File: config.mk
export PLATFORM = sky130hd
export DESIGN_NAME = mem_arbiter_flat
export DESIGN_NICKNAME = d
export VERILOG_FILES = /design/src/rtl/mem_arbiter_pkg.sv /design/src/rtl/mem_arbiter_if.sv /design/src/rtl/mem_arb_select.sv /design/src/rtl/mem_arbiter.sv /design/src/flat_wrapper.sv
export SDC_FILE = /design/constraint.sdc
export NUM_CORES = 1
export LEC_CHECK = 0
export CORE_ASPECT_RATIO = 0.75
export CORE_UTILIZATION = 44
export CTS_CLUSTER_DIAMETER = 60
export DETAILED_ROUTE_END_ITERATION = 10
export GPL_TIMING_DRIVEN = 0
export PLACE_DENSITY = 0.85
export SLEW_MARGIN = 30
export SYNTH_ARGS = -nofsm -noshare
export SYNTH_HDL_FRONTEND = slang
export SYNTH_SLANG_ARGS = --single-unit
File: constraint.sdc
create_clock -name clk -period 3.5 [get_ports clk]
set_input_delay 0.875 -clock clk [delete_from_list [all_inputs] [get_ports clk]]
set_output_delay 0.875 -clock clk [all_outputs]
set_load 0.02 [all_outputs]
File: src/rtl/mem_arbiter_pkg.sv
// Shared widths, op encodings, MMIO addresses and arbiter state encoding
// for the memory arbiter slice.
package mem_arbiter_pkg;

  localparam int XLEN           = 32;
  localparam int INST_OP_WIDTH  = 4;
  localparam int ROB_SIZE_WIDTH = 4;

  localparam logic [XLEN-1:0] MMIO_IN  = 32'h0003_0000;
  localparam logic [XLEN-1:0] MMIO_OUT = 32'h0003_0004;

  typedef enum logic [INST_OP_WIDTH-1:0] {
    OP_LB  = 4'd0,
    OP_LH  = 4'd1,
    OP_LW  = 4'd2,
    OP_LBU = 4'd3,
    OP_LHU = 4'd4,
    OP_SB  = 4'd5,
    OP_SH  = 4'd6,
    OP_SW  = 4'd7
  } inst_op_e;

  typedef enum logic [1:0] {
    ARB_IDLE  = 2'd0,
    ARB_ISSUE = 2'd1,
    ARB_WAIT  = 2'd2,
    ARB_DRAIN = 2'd3
  } arb_state_e;

  function automatic logic is_store(input logic [INST_OP_WIDTH-1:0] op);
    return (op == OP_SB) || (op == OP_SH) || (op == OP_SW);
  endfunction

  function automatic logic is_mmio(input logic [XLEN-1:0] addr);
    return (addr == MMIO_IN) || (addr == MMIO_OUT);
  endfunction

endpackage

File: src/rtl/mem_arbiter_if.sv
// Fetcher, LSB and engine handshake signals of the memory arbiter.
// master = arbiter view, slave = fetcher/LSB/engine view.
interface mem_arbiter_if;
  import mem_arbiter_pkg::*;

  logic                      fet_req;
  logic [XLEN-1:0]           fet_addr;
  logic                      fet_gnt;
  logic                      fet_done;
  logic [XLEN-1:0]           fet_inst;

  logic                      lsb_req;
  logic [INST_OP_WIDTH-1:0]  lsb_op;
  logic [XLEN-1:0]           lsb_addr;
  logic [XLEN-1:0]           lsb_wdata;
  logic [ROB_SIZE_WIDTH-1:0] lsb_id;
  logic                      lsb_gnt;
  logic                      lsb_done;
  logic [XLEN-1:0]           lsb_rdata;
  logic [ROB_SIZE_WIDTH-1:0] lsb_done_id;

  logic                      eng_valid;
  logic                      eng_ready;
  logic                      eng_is_inst;
  logic [INST_OP_WIDTH-1:0]  eng_op;
  logic [XLEN-1:0]           eng_addr;
  logic [XLEN-1:0]           eng_wdata;
  logic                      eng_resp_valid;
  logic [XLEN-1:0]           eng_resp_data;

  modport master (
    input  fet_req, fet_addr,
    output fet_gnt, fet_done, fet_inst,
    input  lsb_req, lsb_op, lsb_addr, lsb_wdata, lsb_id,
    output lsb_gnt, lsb_done, lsb_rdata, lsb_done_id,
    output eng_valid, eng_is_inst, eng_op, eng_addr, eng_wdata,
    input  eng_ready, eng_resp_valid, eng_resp_data
  );

  modport slave (
    output fet_req, fet_addr,
    input  fet_gnt, fet_done, fet_inst,
    output lsb_req, lsb_op, lsb_addr, lsb_wdata, lsb_id,
    input  lsb_gnt, lsb_done, lsb_rdata, lsb_done_id,
    input  eng_valid, eng_is_inst, eng_op, eng_addr, eng_wdata,
    output eng_ready, eng_resp_valid, eng_resp_data
  );
endinterface

File: src/rtl/mem_arb_select.sv
// Combinational IDLE-state arbitration: request eligibility plus the
// starvation guard that forces a fetch after STARVE_LIMIT LSB wins.
module mem_arb_select
  import mem_arbiter_pkg::*;
#(
  parameter int STARVE_LIMIT = 4
) (
  input  logic                     flush,
  input  logic                     io_buffer_full,
  input  logic                     fet_req,
  input  logic                     lsb_req,
  input  logic [INST_OP_WIDTH-1:0] lsb_op,
  input  logic [XLEN-1:0]          lsb_addr,
  input  logic [3:0]               starve_cnt,
  output logic                     pick_lsb,
  output logic                     pick_fet
);
  localparam logic [3:0] LIMIT = 4'(STARVE_LIMIT);

  logic lsb_elig;
  logic fet_elig;

  // Stores survive a flush; loads and fetches on the wrong path do not.
  always_comb begin
    lsb_elig = lsb_req
             && !(is_mmio(lsb_addr) && io_buffer_full)
             && !(flush && !is_store(lsb_op));
    fet_elig = fet_req && !flush;
    pick_lsb = lsb_elig && (!fet_elig || (starve_cnt < LIMIT));
    pick_fet = fet_elig && !pick_lsb;
  end
endmodule

File: src/rtl/mem_arbiter.sv
// Shares the memory engine between fetcher and LSB: one latched request at
// a time, valid/ready issue, response routed back to its owner.
module mem_arbiter
  import mem_arbiter_pkg::*;
#(
  parameter int STARVE_LIMIT = 4
) (
  input  logic          clk,
  input  logic          rst,
  input  logic          rdy,
  input  logic          flush,
  input  logic          io_buffer_full,
  output logic          busy,
  mem_arbiter_if.master bus
);
  localparam logic [3:0] LIMIT = 4'(STARVE_LIMIT);

  arb_state_e                state_q, state_d;
  logic [3:0]                starve_q, starve_d;
  logic                      own_inst_q, own_inst_d;
  logic [INST_OP_WIDTH-1:0]  op_q, op_d;
  logic [XLEN-1:0]           addr_q, addr_d;
  logic [XLEN-1:0]           wdata_q, wdata_d;
  logic [ROB_SIZE_WIDTH-1:0] id_q, id_d;
  logic                      fet_done_q, fet_done_d;
  logic [XLEN-1:0]           fet_inst_q, fet_inst_d;
  logic                      lsb_done_q, lsb_done_d;
  logic [XLEN-1:0]           lsb_rdata_q, lsb_rdata_d;
  logic [ROB_SIZE_WIDTH-1:0] lsb_done_id_q, lsb_done_id_d;

  logic pick_lsb, pick_fet;
  logic fet_gnt_c, lsb_gnt_c;
  logic cancel;

  mem_arb_select #(.STARVE_LIMIT(STARVE_LIMIT)) u_select (
    .flush          (flush),
    .io_buffer_full (io_buffer_full),
    .fet_req        (bus.fet_req),
    .lsb_req        (bus.lsb_req),
    .lsb_op         (bus.lsb_op),
    .lsb_addr       (bus.lsb_addr),
    .starve_cnt     (starve_q),
    .pick_lsb       (pick_lsb),
    .pick_fet       (pick_fet)
  );

  assign cancel = flush && (own_inst_q || !is_store(op_q));

  always_comb begin
    // NOTE: every signal gets a default first so no path can infer a latch.
    state_d       = state_q;
    starve_d      = starve_q;
    own_inst_d    = own_inst_q;
    op_d          = op_q;
    addr_d        = addr_q;
    wdata_d       = wdata_q;
    id_d          = id_q;
    fet_done_d    = fet_done_q;
    fet_inst_d    = fet_inst_q;
    lsb_done_d    = lsb_done_q;
    lsb_rdata_d   = lsb_rdata_q;
    lsb_done_id_d = lsb_done_id_q;
    fet_gnt_c     = 1'b0;
    lsb_gnt_c     = 1'b0;

    if (rdy) begin
      fet_done_d = 1'b0;
      lsb_done_d = 1'b0;
      case (state_q)
        ARB_IDLE: begin
          if (pick_lsb) begin
            lsb_gnt_c  = 1'b1;
            own_inst_d = 1'b0;
            op_d       = bus.lsb_op;
            addr_d     = bus.lsb_addr;
            wdata_d    = bus.lsb_wdata;
            id_d       = bus.lsb_id;
            starve_d   = !bus.fet_req ? 4'd0
                       : (starve_q >= LIMIT) ? LIMIT : starve_q + 4'd1;
            state_d    = ARB_ISSUE;
          end else if (pick_fet) begin
            fet_gnt_c  = 1'b1;
            own_inst_d = 1'b1;
            op_d       = OP_LW;
            addr_d     = bus.fet_addr;
            wdata_d    = '0;
            starve_d   = 4'd0;
            state_d    = ARB_ISSUE;
          end
        end
        // A flush that lands on the accepting edge must still absorb the response.
        ARB_ISSUE: begin
          if (cancel)              state_d = bus.eng_ready ? ARB_DRAIN : ARB_IDLE;
          else if (bus.eng_ready)  state_d = ARB_WAIT;
        end
        ARB_WAIT: begin
          if (bus.eng_resp_valid) begin
            state_d = ARB_IDLE;
            if (!cancel) begin
              if (own_inst_q) begin
                fet_done_d = 1'b1;
                fet_inst_d = bus.eng_resp_data;
              end else begin
                lsb_done_d    = 1'b1;
                lsb_rdata_d   = is_store(op_q) ? '0 : bus.eng_resp_data;
                lsb_done_id_d = id_q;
              end
            end
          end else if (cancel) begin
            state_d = ARB_DRAIN;
          end
        end
        ARB_DRAIN: if (bus.eng_resp_valid) state_d = ARB_IDLE;
        default:   state_d = ARB_IDLE;
      endcase
    end
  end

  // NOTE: sequential state uses non-blocking assignments only; reset is synchronous.
  always_ff @(posedge clk) begin
    if (rst) begin
      state_q       <= ARB_IDLE;
      starve_q      <= '0;
      own_inst_q    <= 1'b0;
      op_q          <= '0;
      addr_q        <= '0;
      wdata_q       <= '0;
      id_q          <= '0;
      fet_done_q    <= 1'b0;
      fet_inst_q    <= '0;
      lsb_done_q    <= 1'b0;
      lsb_rdata_q   <= '0;
      lsb_done_id_q <= '0;
    end else begin
      state_q       <= state_d;
      starve_q      <= starve_d;
      own_inst_q    <= own_inst_d;
      op_q          <= op_d;
      addr_q        <= addr_d;
      wdata_q       <= wdata_d;
      id_q          <= id_d;
      fet_done_q    <= fet_done_d;
      fet_inst_q    <= fet_inst_d;
      lsb_done_q    <= lsb_done_d;
      lsb_rdata_q   <= lsb_rdata_d;
      lsb_done_id_q <= lsb_done_id_d;
    end
  end

  assign busy            = (state_q != ARB_IDLE);
  assign bus.fet_gnt     = fet_gnt_c;
  assign bus.lsb_gnt     = lsb_gnt_c;
  assign bus.fet_done    = fet_done_q;
  assign bus.fet_inst    = fet_inst_q;
  assign bus.lsb_done    = lsb_done_q;
  assign bus.lsb_rdata   = lsb_rdata_q;
  assign bus.lsb_done_id = lsb_done_id_q;
  assign bus.eng_valid   = (state_q == ARB_ISSUE);
  assign bus.eng_is_inst = own_inst_q;
  assign bus.eng_op      = op_q;
  assign bus.eng_addr    = addr_q;
  assign bus.eng_wdata   = wdata_q;
endmodule

File: src/flat_wrapper.sv
// flat-port wrapper written by rule: the top's interface ports become plain ports
module mem_arbiter_flat import mem_arbiter_pkg::*;
#(
  parameter int STARVE_LIMIT = 4
)
  (clk, rst, rdy, flush, io_buffer_full, busy, bus_fet_req, bus_fet_addr, bus_fet_gnt, bus_fet_done, bus_fet_inst, bus_lsb_req, bus_lsb_op, bus_lsb_addr, bus_lsb_wdata, bus_lsb_id, bus_lsb_gnt, bus_lsb_done, bus_lsb_rdata, bus_lsb_done_id, bus_eng_valid, bus_eng_is_inst, bus_eng_op, bus_eng_addr, bus_eng_wdata, bus_eng_ready, bus_eng_resp_valid, bus_eng_resp_data);
  mem_arbiter_if bus_i ();
  input  logic clk;
  input  logic rst;
  input  logic rdy;
  input  logic flush;
  input  logic io_buffer_full;
  output logic busy;
  input wire logic [$bits(bus_i.fet_req)-1:0] bus_fet_req;
  input wire logic [$bits(bus_i.fet_addr)-1:0] bus_fet_addr;
  output wire logic [$bits(bus_i.fet_gnt)-1:0] bus_fet_gnt;
  output wire logic [$bits(bus_i.fet_done)-1:0] bus_fet_done;
  output wire logic [$bits(bus_i.fet_inst)-1:0] bus_fet_inst;
  input wire logic [$bits(bus_i.lsb_req)-1:0] bus_lsb_req;
  input wire logic [$bits(bus_i.lsb_op)-1:0] bus_lsb_op;
  input wire logic [$bits(bus_i.lsb_addr)-1:0] bus_lsb_addr;
  input wire logic [$bits(bus_i.lsb_wdata)-1:0] bus_lsb_wdata;
  input wire logic [$bits(bus_i.lsb_id)-1:0] bus_lsb_id;
  output wire logic [$bits(bus_i.lsb_gnt)-1:0] bus_lsb_gnt;
  output wire logic [$bits(bus_i.lsb_done)-1:0] bus_lsb_done;
  output wire logic [$bits(bus_i.lsb_rdata)-1:0] bus_lsb_rdata;
  output wire logic [$bits(bus_i.lsb_done_id)-1:0] bus_lsb_done_id;
  output wire logic [$bits(bus_i.eng_valid)-1:0] bus_eng_valid;
  output wire logic [$bits(bus_i.eng_is_inst)-1:0] bus_eng_is_inst;
  output wire logic [$bits(bus_i.eng_op)-1:0] bus_eng_op;
  output wire logic [$bits(bus_i.eng_addr)-1:0] bus_eng_addr;
  output wire logic [$bits(bus_i.eng_wdata)-1:0] bus_eng_wdata;
  input wire logic [$bits(bus_i.eng_ready)-1:0] bus_eng_ready;
  input wire logic [$bits(bus_i.eng_resp_valid)-1:0] bus_eng_resp_valid;
  input wire logic [$bits(bus_i.eng_resp_data)-1:0] bus_eng_resp_data;
  assign bus_i.fet_req = bus_fet_req;
  assign bus_i.fet_addr = bus_fet_addr;
  assign bus_fet_gnt = bus_i.fet_gnt;
  assign bus_fet_done = bus_i.fet_done;
  assign bus_fet_inst = bus_i.fet_inst;
  assign bus_i.lsb_req = bus_lsb_req;
  assign bus_i.lsb_op = bus_lsb_op;
  assign bus_i.lsb_addr = bus_lsb_addr;
  assign bus_i.lsb_wdata = bus_lsb_wdata;
  assign bus_i.lsb_id = bus_lsb_id;
  assign bus_lsb_gnt = bus_i.lsb_gnt;
  assign bus_lsb_done = bus_i.lsb_done;
  assign bus_lsb_rdata = bus_i.lsb_rdata;
  assign bus_lsb_done_id = bus_i.lsb_done_id;
  assign bus_eng_valid = bus_i.eng_valid;
  assign bus_eng_is_inst = bus_i.eng_is_inst;
  assign bus_eng_op = bus_i.eng_op;
  assign bus_eng_addr = bus_i.eng_addr;
  assign bus_eng_wdata = bus_i.eng_wdata;
  assign bus_i.eng_ready = bus_eng_ready;
  assign bus_i.eng_resp_valid = bus_eng_resp_valid;
  assign bus_i.eng_resp_data = bus_eng_resp_data;
  mem_arbiter #(.STARVE_LIMIT(STARVE_LIMIT)) u_core (.clk(clk), .rst(rst), .rdy(rdy), .flush(flush), .io_buffer_full(io_buffer_full), .busy(busy), .bus(bus_i));
endmodule
# Word level (Yosys, flattened, before mapping)

Index checks and enable logic that the tools add are counted.

$add $sub $neg: 1
$lt $le $gt $ge: 2
Equality and inequality tests: 15
Muxes and demuxes: 37
Bitwise logic cells: 2
Reduce and logical (&&, ||, !) cells: 30

Operator list:

| kind                 | count |
|---|---|
| $mux 32              | 5 |
| $eq 32x18->1 const B | 2 |
| $eq 4x3->1 const B   | 6 |
| $mux 4               | 6 |
| $mux 1               | 17 |
| $mux 2               | 8 |
| $reduce_and 5->1     | 3 |
| $logic_and 1x1->1    | 8 |
| $pmux 2 s4           | 1 |
| $logic_not 1->1      | 7 |
| $logic_or 1x1->1     | 7 |
| $ne 3x1->1 const B   | 2 |
| $reduce_and 3->1     | 2 |
| $add 4x1->4 const B  | 1 |
| $eq 2x2->1 const B   | 2 |
| $ge 4x3->1 const B   | 1 |
| $lt 4x3->1 const B   | 1 |
| $reduce_bool 2->1    | 2 |
| $ne 3x2->1 const B   | 1 |
| $eq 2x1->1 const B   | 1 |
| $logic_not 2->1      | 1 |
| $ne 2x2->1 const B   | 1 |
| $not 1->1            | 2 |

Flip-flop bits (word level): 149
Bits of input ports: 145
Output and inout bits: 143
Word-level logic and storage cells: 99

# Depth between registers and ports, before layout

Depth in word-level cells: 14
Depth in mapped cells: 8
Mapped depth without buffers: 5

# Cells and area by module

A second synthesis with hierarchy kept.

Cell total of the unflattened synthesis: 666
Area total of the unflattened synthesis: 6118.4 um2

Modules (own cells, without submodules):

| module         | times used | cells an instance | area each (um2) | seq. area each (um2) |
|---|---|---|---|---|
| mem_arbiter    | 1          | 647               | 5983.2          | 2982.9 |
| mem_arb_select | 1          | 19                | 135.1           | 0.0 |

# Least setup slack after synthesis

OpenSTA, ideal clock, no wires.

Path type: input port to output port
From: input port bus_lsb_addr[18]
To: output port bus_fet_gnt
Arrival time: 2.201 ns
Slack: 0.424 ns
Cell stages on the path: 6
Path buffers: 2
Cell sequence: nor4_1 -> nand4_1 -> o2111ai_2 -> buf_6 -> buf_4 -> and3_1

Word-level cells in the longest chain between the ends: 13
Elaborated cells on any way between the ends: 14

Ends and longest elaborated chain:

| element             | line                  | text |
|---|---|---|
| start, declared     | flat_wrapper.sv:21    | `input wire logic [$bits(bus_i.lsb_addr)-1:0] bus_lsb_addr;` |
| $eq 32x18->1        | mem_arbiter_pkg.sv:35 | `return (addr == MMIO_IN) \|\| (addr == MMIO_OUT);` |
| $logic_or 1x1->1 *  | mem_arbiter_pkg.sv:35 |  |
| $logic_and 1x1->1 * | mem_arb_select.sv:26  | `&& !(is_mmio(lsb_addr) && io_buffer_full)` |
| $logic_not 1->1 *   | mem_arb_select.sv:26  |  |
| $logic_and 1x1->1 * | mem_arb_select.sv:26  |  |
| $logic_and 1x1->1 * | mem_arb_select.sv:27  | `&& !(flush && !is_store(lsb_op));` |
| $logic_and 1x1->1 * | mem_arb_select.sv:29  | `pick_lsb = lsb_elig && (!fet_elig \|\| (starve_cnt < LIMIT));` |
| $logic_not 1->1     | mem_arb_select.sv:30  | `pick_fet = fet_elig && !pick_lsb;` |
| $logic_and 1x1->1   | mem_arb_select.sv:30  |  |
| $mux 1              | mem_arbiter.sv:81     | `end else if (pick_fet) begin` |
| $mux 1 *            | mem_arbiter.sv:71     | `if (pick_lsb) begin` |
| $mux 1 *            | mem_arbiter.sv:69     | `case (state_q)` |
| $mux 1 *            | mem_arbiter.sv:66     | `if (rdy) begin` |
| end, declared       | flat_wrapper.sv:16    | `output wire logic [$bits(bus_i.fet_gnt)-1:0] bus_fet_gnt;` |

Every way passes the cells marked *; elsewhere a longest branch is shown, timed or not.

# Worst setup path in the final report

From: input port bus_lsb_addr[25]
To: output port bus_fet_gnt

The elaborated chain is that of the path after synthesis.

==> metrics.cfg <==
[outcome]
status=completed

[grt]
antenna_found_initial=1
grt_pass1_wl_um=32440
grt-ovfl-total=0
grt_max_degree=19
grt_pass1_vias=6007
gr-usage-all-layers=0.2911

[final_layout]
stdcell_area_um2=9916
final_layout_size_suffix_gt1_frac=0.1045
fill_cells=994
area_growth_pct=62.56
final_util=0.7488
fin_nets=1111

[clocking]
cts_buffers=17
htreeDepth=4
cts-root-buf=clkbuf_16
cts_tree=done
path_clk_slew_ns=0.07
cts_hold_buf=0
clk_latency_ns=0.41
clock-sinks=149
clockBufferDepth=2

[detailed_routing]
drtPass1Iterations=5
wl_per_cell_um=18.57
ant_nets=0
drt-total-wl_um=21320
drt_iter0_drc=305
viasPerCell=5.548
route.detailed.drc=0
vias=6369

[power]
totalPowerFinal_mw=4.395
p_leak_nw=3.645
peakVddDrop_mv=0.3774
powerDensity_nw_per_um2=443.2

[yosys]
synth_area_leader_cell=dfxtp_1
synth_flop_cell=dfxtp_1
ys_ff_latch=149
yosysWarnings=0
synthCells=656
ys_types=46
syn_avg_cell_area_um2=9.298
synthesis.area_um2=6100
netlist_top_cells_area=dfxtp_1, nand2_1, a21oi_1
yosys.area.top_type_share=0.4890
synth_most_common_cell=dfxtp_1
synth_commonest_cells=dfxtp_1, nand2_1, a21oi_1, clkbuf_1
ys_seq_area_frac=0.4890
synth_nets=802
synth_edf_count=0
async_flop_share=0

[setup_path]
path_class=in2out
cp.arrival_ns=2.56
critPathSlowestCell=clkdlybuf4s50_1
critPathBufInv=3
critical_path.top_delay_family=buffers and inverters
critPathCaptureType=output port
required_ns=2.62
crit_chain=clkdlybuf4s50_1 > nor4b_2 > nand4_1 > o2111ai_2 > buf_12 > and3_1 > buf_4
cp-start-kind=input port
slowest_delay_ns=0.43
crit_fanout=2

[sta]
post-route-period-util=0.9810
maxSlewViolCount=0
worstMarginPinSlew_ns=0.7194
setup_viol=0
max_freq_mhz=291.3
slew_headroom=0.5178
finalHoldWorstSlack_ns=0.4517
fin_tns_setup_ns=0
hold_violations=0
fin_worst_skew_ns=0.01160
period_needed_ns=3.433

[run]
maxCapViolCount=0

[placement]
place_area_um2=9166
place_hpwl_um=15740
numPortBuffers=285
place_congestion=0.8611

[floorplan]
die_height_um=104.0
rows=36
die_area_um2=14340
die_x_um=138.0
coreArea_um2=13240
start_util=0.4606
io_pins=288

[worst_hold_path]
hp-class=reg2reg

worst register-to-register path: stages, from the launching register on:
cell and delay, ns:
dfxtp_1 0.35, inv_1 0.08, o41ai_2 0.52, and2_1 0.19, buf_2 0.21, buf_2 0.31, nand3_1 0.14, a21oi_1 0.20
layout by cell type, fill, tap and decap left out, types with 2 or more instances in the layout:
| cell type | n |
|---|---|
| a21oi_1 | 74 |
| nand4_1 | 3 |
| and2_1 | 2 |
| buf_2 | 8 |
| o211a_1 | 2 |
| nand2b_1 | 3 |
| a211oi_2 | 29 |
| inv_1 | 5 |
| nor2b_1 | 2 |
| nand2_1 | 108 |
| nor4_2 | 5 |
| dfxtp_1 | 149 |
| buf_6 | 7 |
| clkinvlp_4 | 3 |
| and3_1 | 2 |
| a211oi_1 | 3 |
| a32o_1 | 36 |
| clkbuf_1 | 40 |
| dlymetal6s2s_1 | 16 |
| bufinv_16 | 4 |
| inv_6 | 5 |
| nor3_1 | 32 |
| clkbuf_16 | 17 |
| clkdlybuf4s50_1 | 265 |
| buf_4 | 11 |
| mux2i_1 | 32 |
| nand3_1 | 36 |
| nor2_1 | 8 |
| o21ai_1 | 6 |
| dlygate4sd2_1 | 2 |
| nor4b_2 | 2 |
| o21ai_0 | 33 |
path summary, 6_finish.rpt:
check                                        startpoint                                    end  slack [ns]  cells past startpoint
setup / recovery                       bus_lsb_addr[25]                            bus_fet_gnt        0.07                      7
hold / removal    u_core.bus.lsb_rdata[19]$_SDFFE_PP0P_  u_core.bus.lsb_rdata[19]$_SDFFE_PP0P_        0.45                      2
setup reg to reg      u_core.bus.eng_op[2]$_SDFFE_PP0P_  u_core.bus.lsb_rdata[29]$_SDFFE_PP0P_        1.43                      7
hold reg to reg   u_core.bus.lsb_rdata[19]$_SDFFE_PP0P_  u_core.bus.lsb_rdata[19]$_SDFFE_PP0P_        0.45                      2
timing repair:
action / in CTS / in global routing
gates resized for setup: 19 / 21
setup buffers: 5 / 1
endpoints found under the setup margin: 2 / 2
pin swaps: 5 / 9
cell type report:
type | count | area [um2] | area share
Tap cell | 171 | 214.0 | 0.02158
Clock buffer | 17 | 425.4 | 0.04290
Timing Repair Buffer | 291 | 2930 | 0.2955
Buffer | 60 | 316.6 | 0.03192
Inverter | 6 | 22.52 | 0.002271
Multi-Input combinational cell | 440 | 2824 | 0.2848
Antenna cell | 1 | 2.502 | 0.0002524
Clock inverter | 13 | 197.7 | 0.01994
Sequential cell | 149 | 2983 | 0.3008
sequential cells by signal (all words and copies together), names as in the netlist:
name,count
u_core.bus.fet_done,1
u_core.bus.eng_wdata,32
u_core.bus.eng_is_inst,1
u_core.bus.lsb_rdata,32
u_core.bus.eng_op,4
u_core.bus.lsb_done_id,4
u_core.id_q,4
u_core.bus.eng_addr,32
u_core.state_q,2
u_core.starve_q,4
u_core.bus.fet_inst,32
u_core.bus.lsb_done,1
layer usage:
layer / wire length (um) / global-route usage
met5: 0 / 0
met2: 9731 / 0.4557
met3: 1908 / 0.08090
met1: 9323 / 0.3888
met4: 354 / 0.08075
where the power goes:
group / internal [mW] / switching (mW)
Sequential: 1.75 / 0.0365
Clock: 1.20 / 0.759
Combinational: 0.331 / 0.319
per-stage QoR:
stage | cells | worst slack, ns
CTS | 1146 | 0.01216
finish | 1148 | 0.06662
global route | 1148 | -0.01573
global placement | 1112 | -0.8621
detailed placement | 1112 | -0.9184
floorplan | 656 | 0.4240
logic make-up after synthesis:
kind of cell / Yosys count / share of synthesized area
and+or+nand+nor: 210 / 0.1594
AOI/OAI and AO/OA: 196 / 0.2404
DFF: 149 / 0.4890
buffers and inverters: 67 / 0.05518
muxes: 32 / 0.05251
xor gates and xnor gates: 1 / 0.001436
adders and majority gates: 1 / 0.002051
No activity file was read; power rests on OpenSTA's default activity.
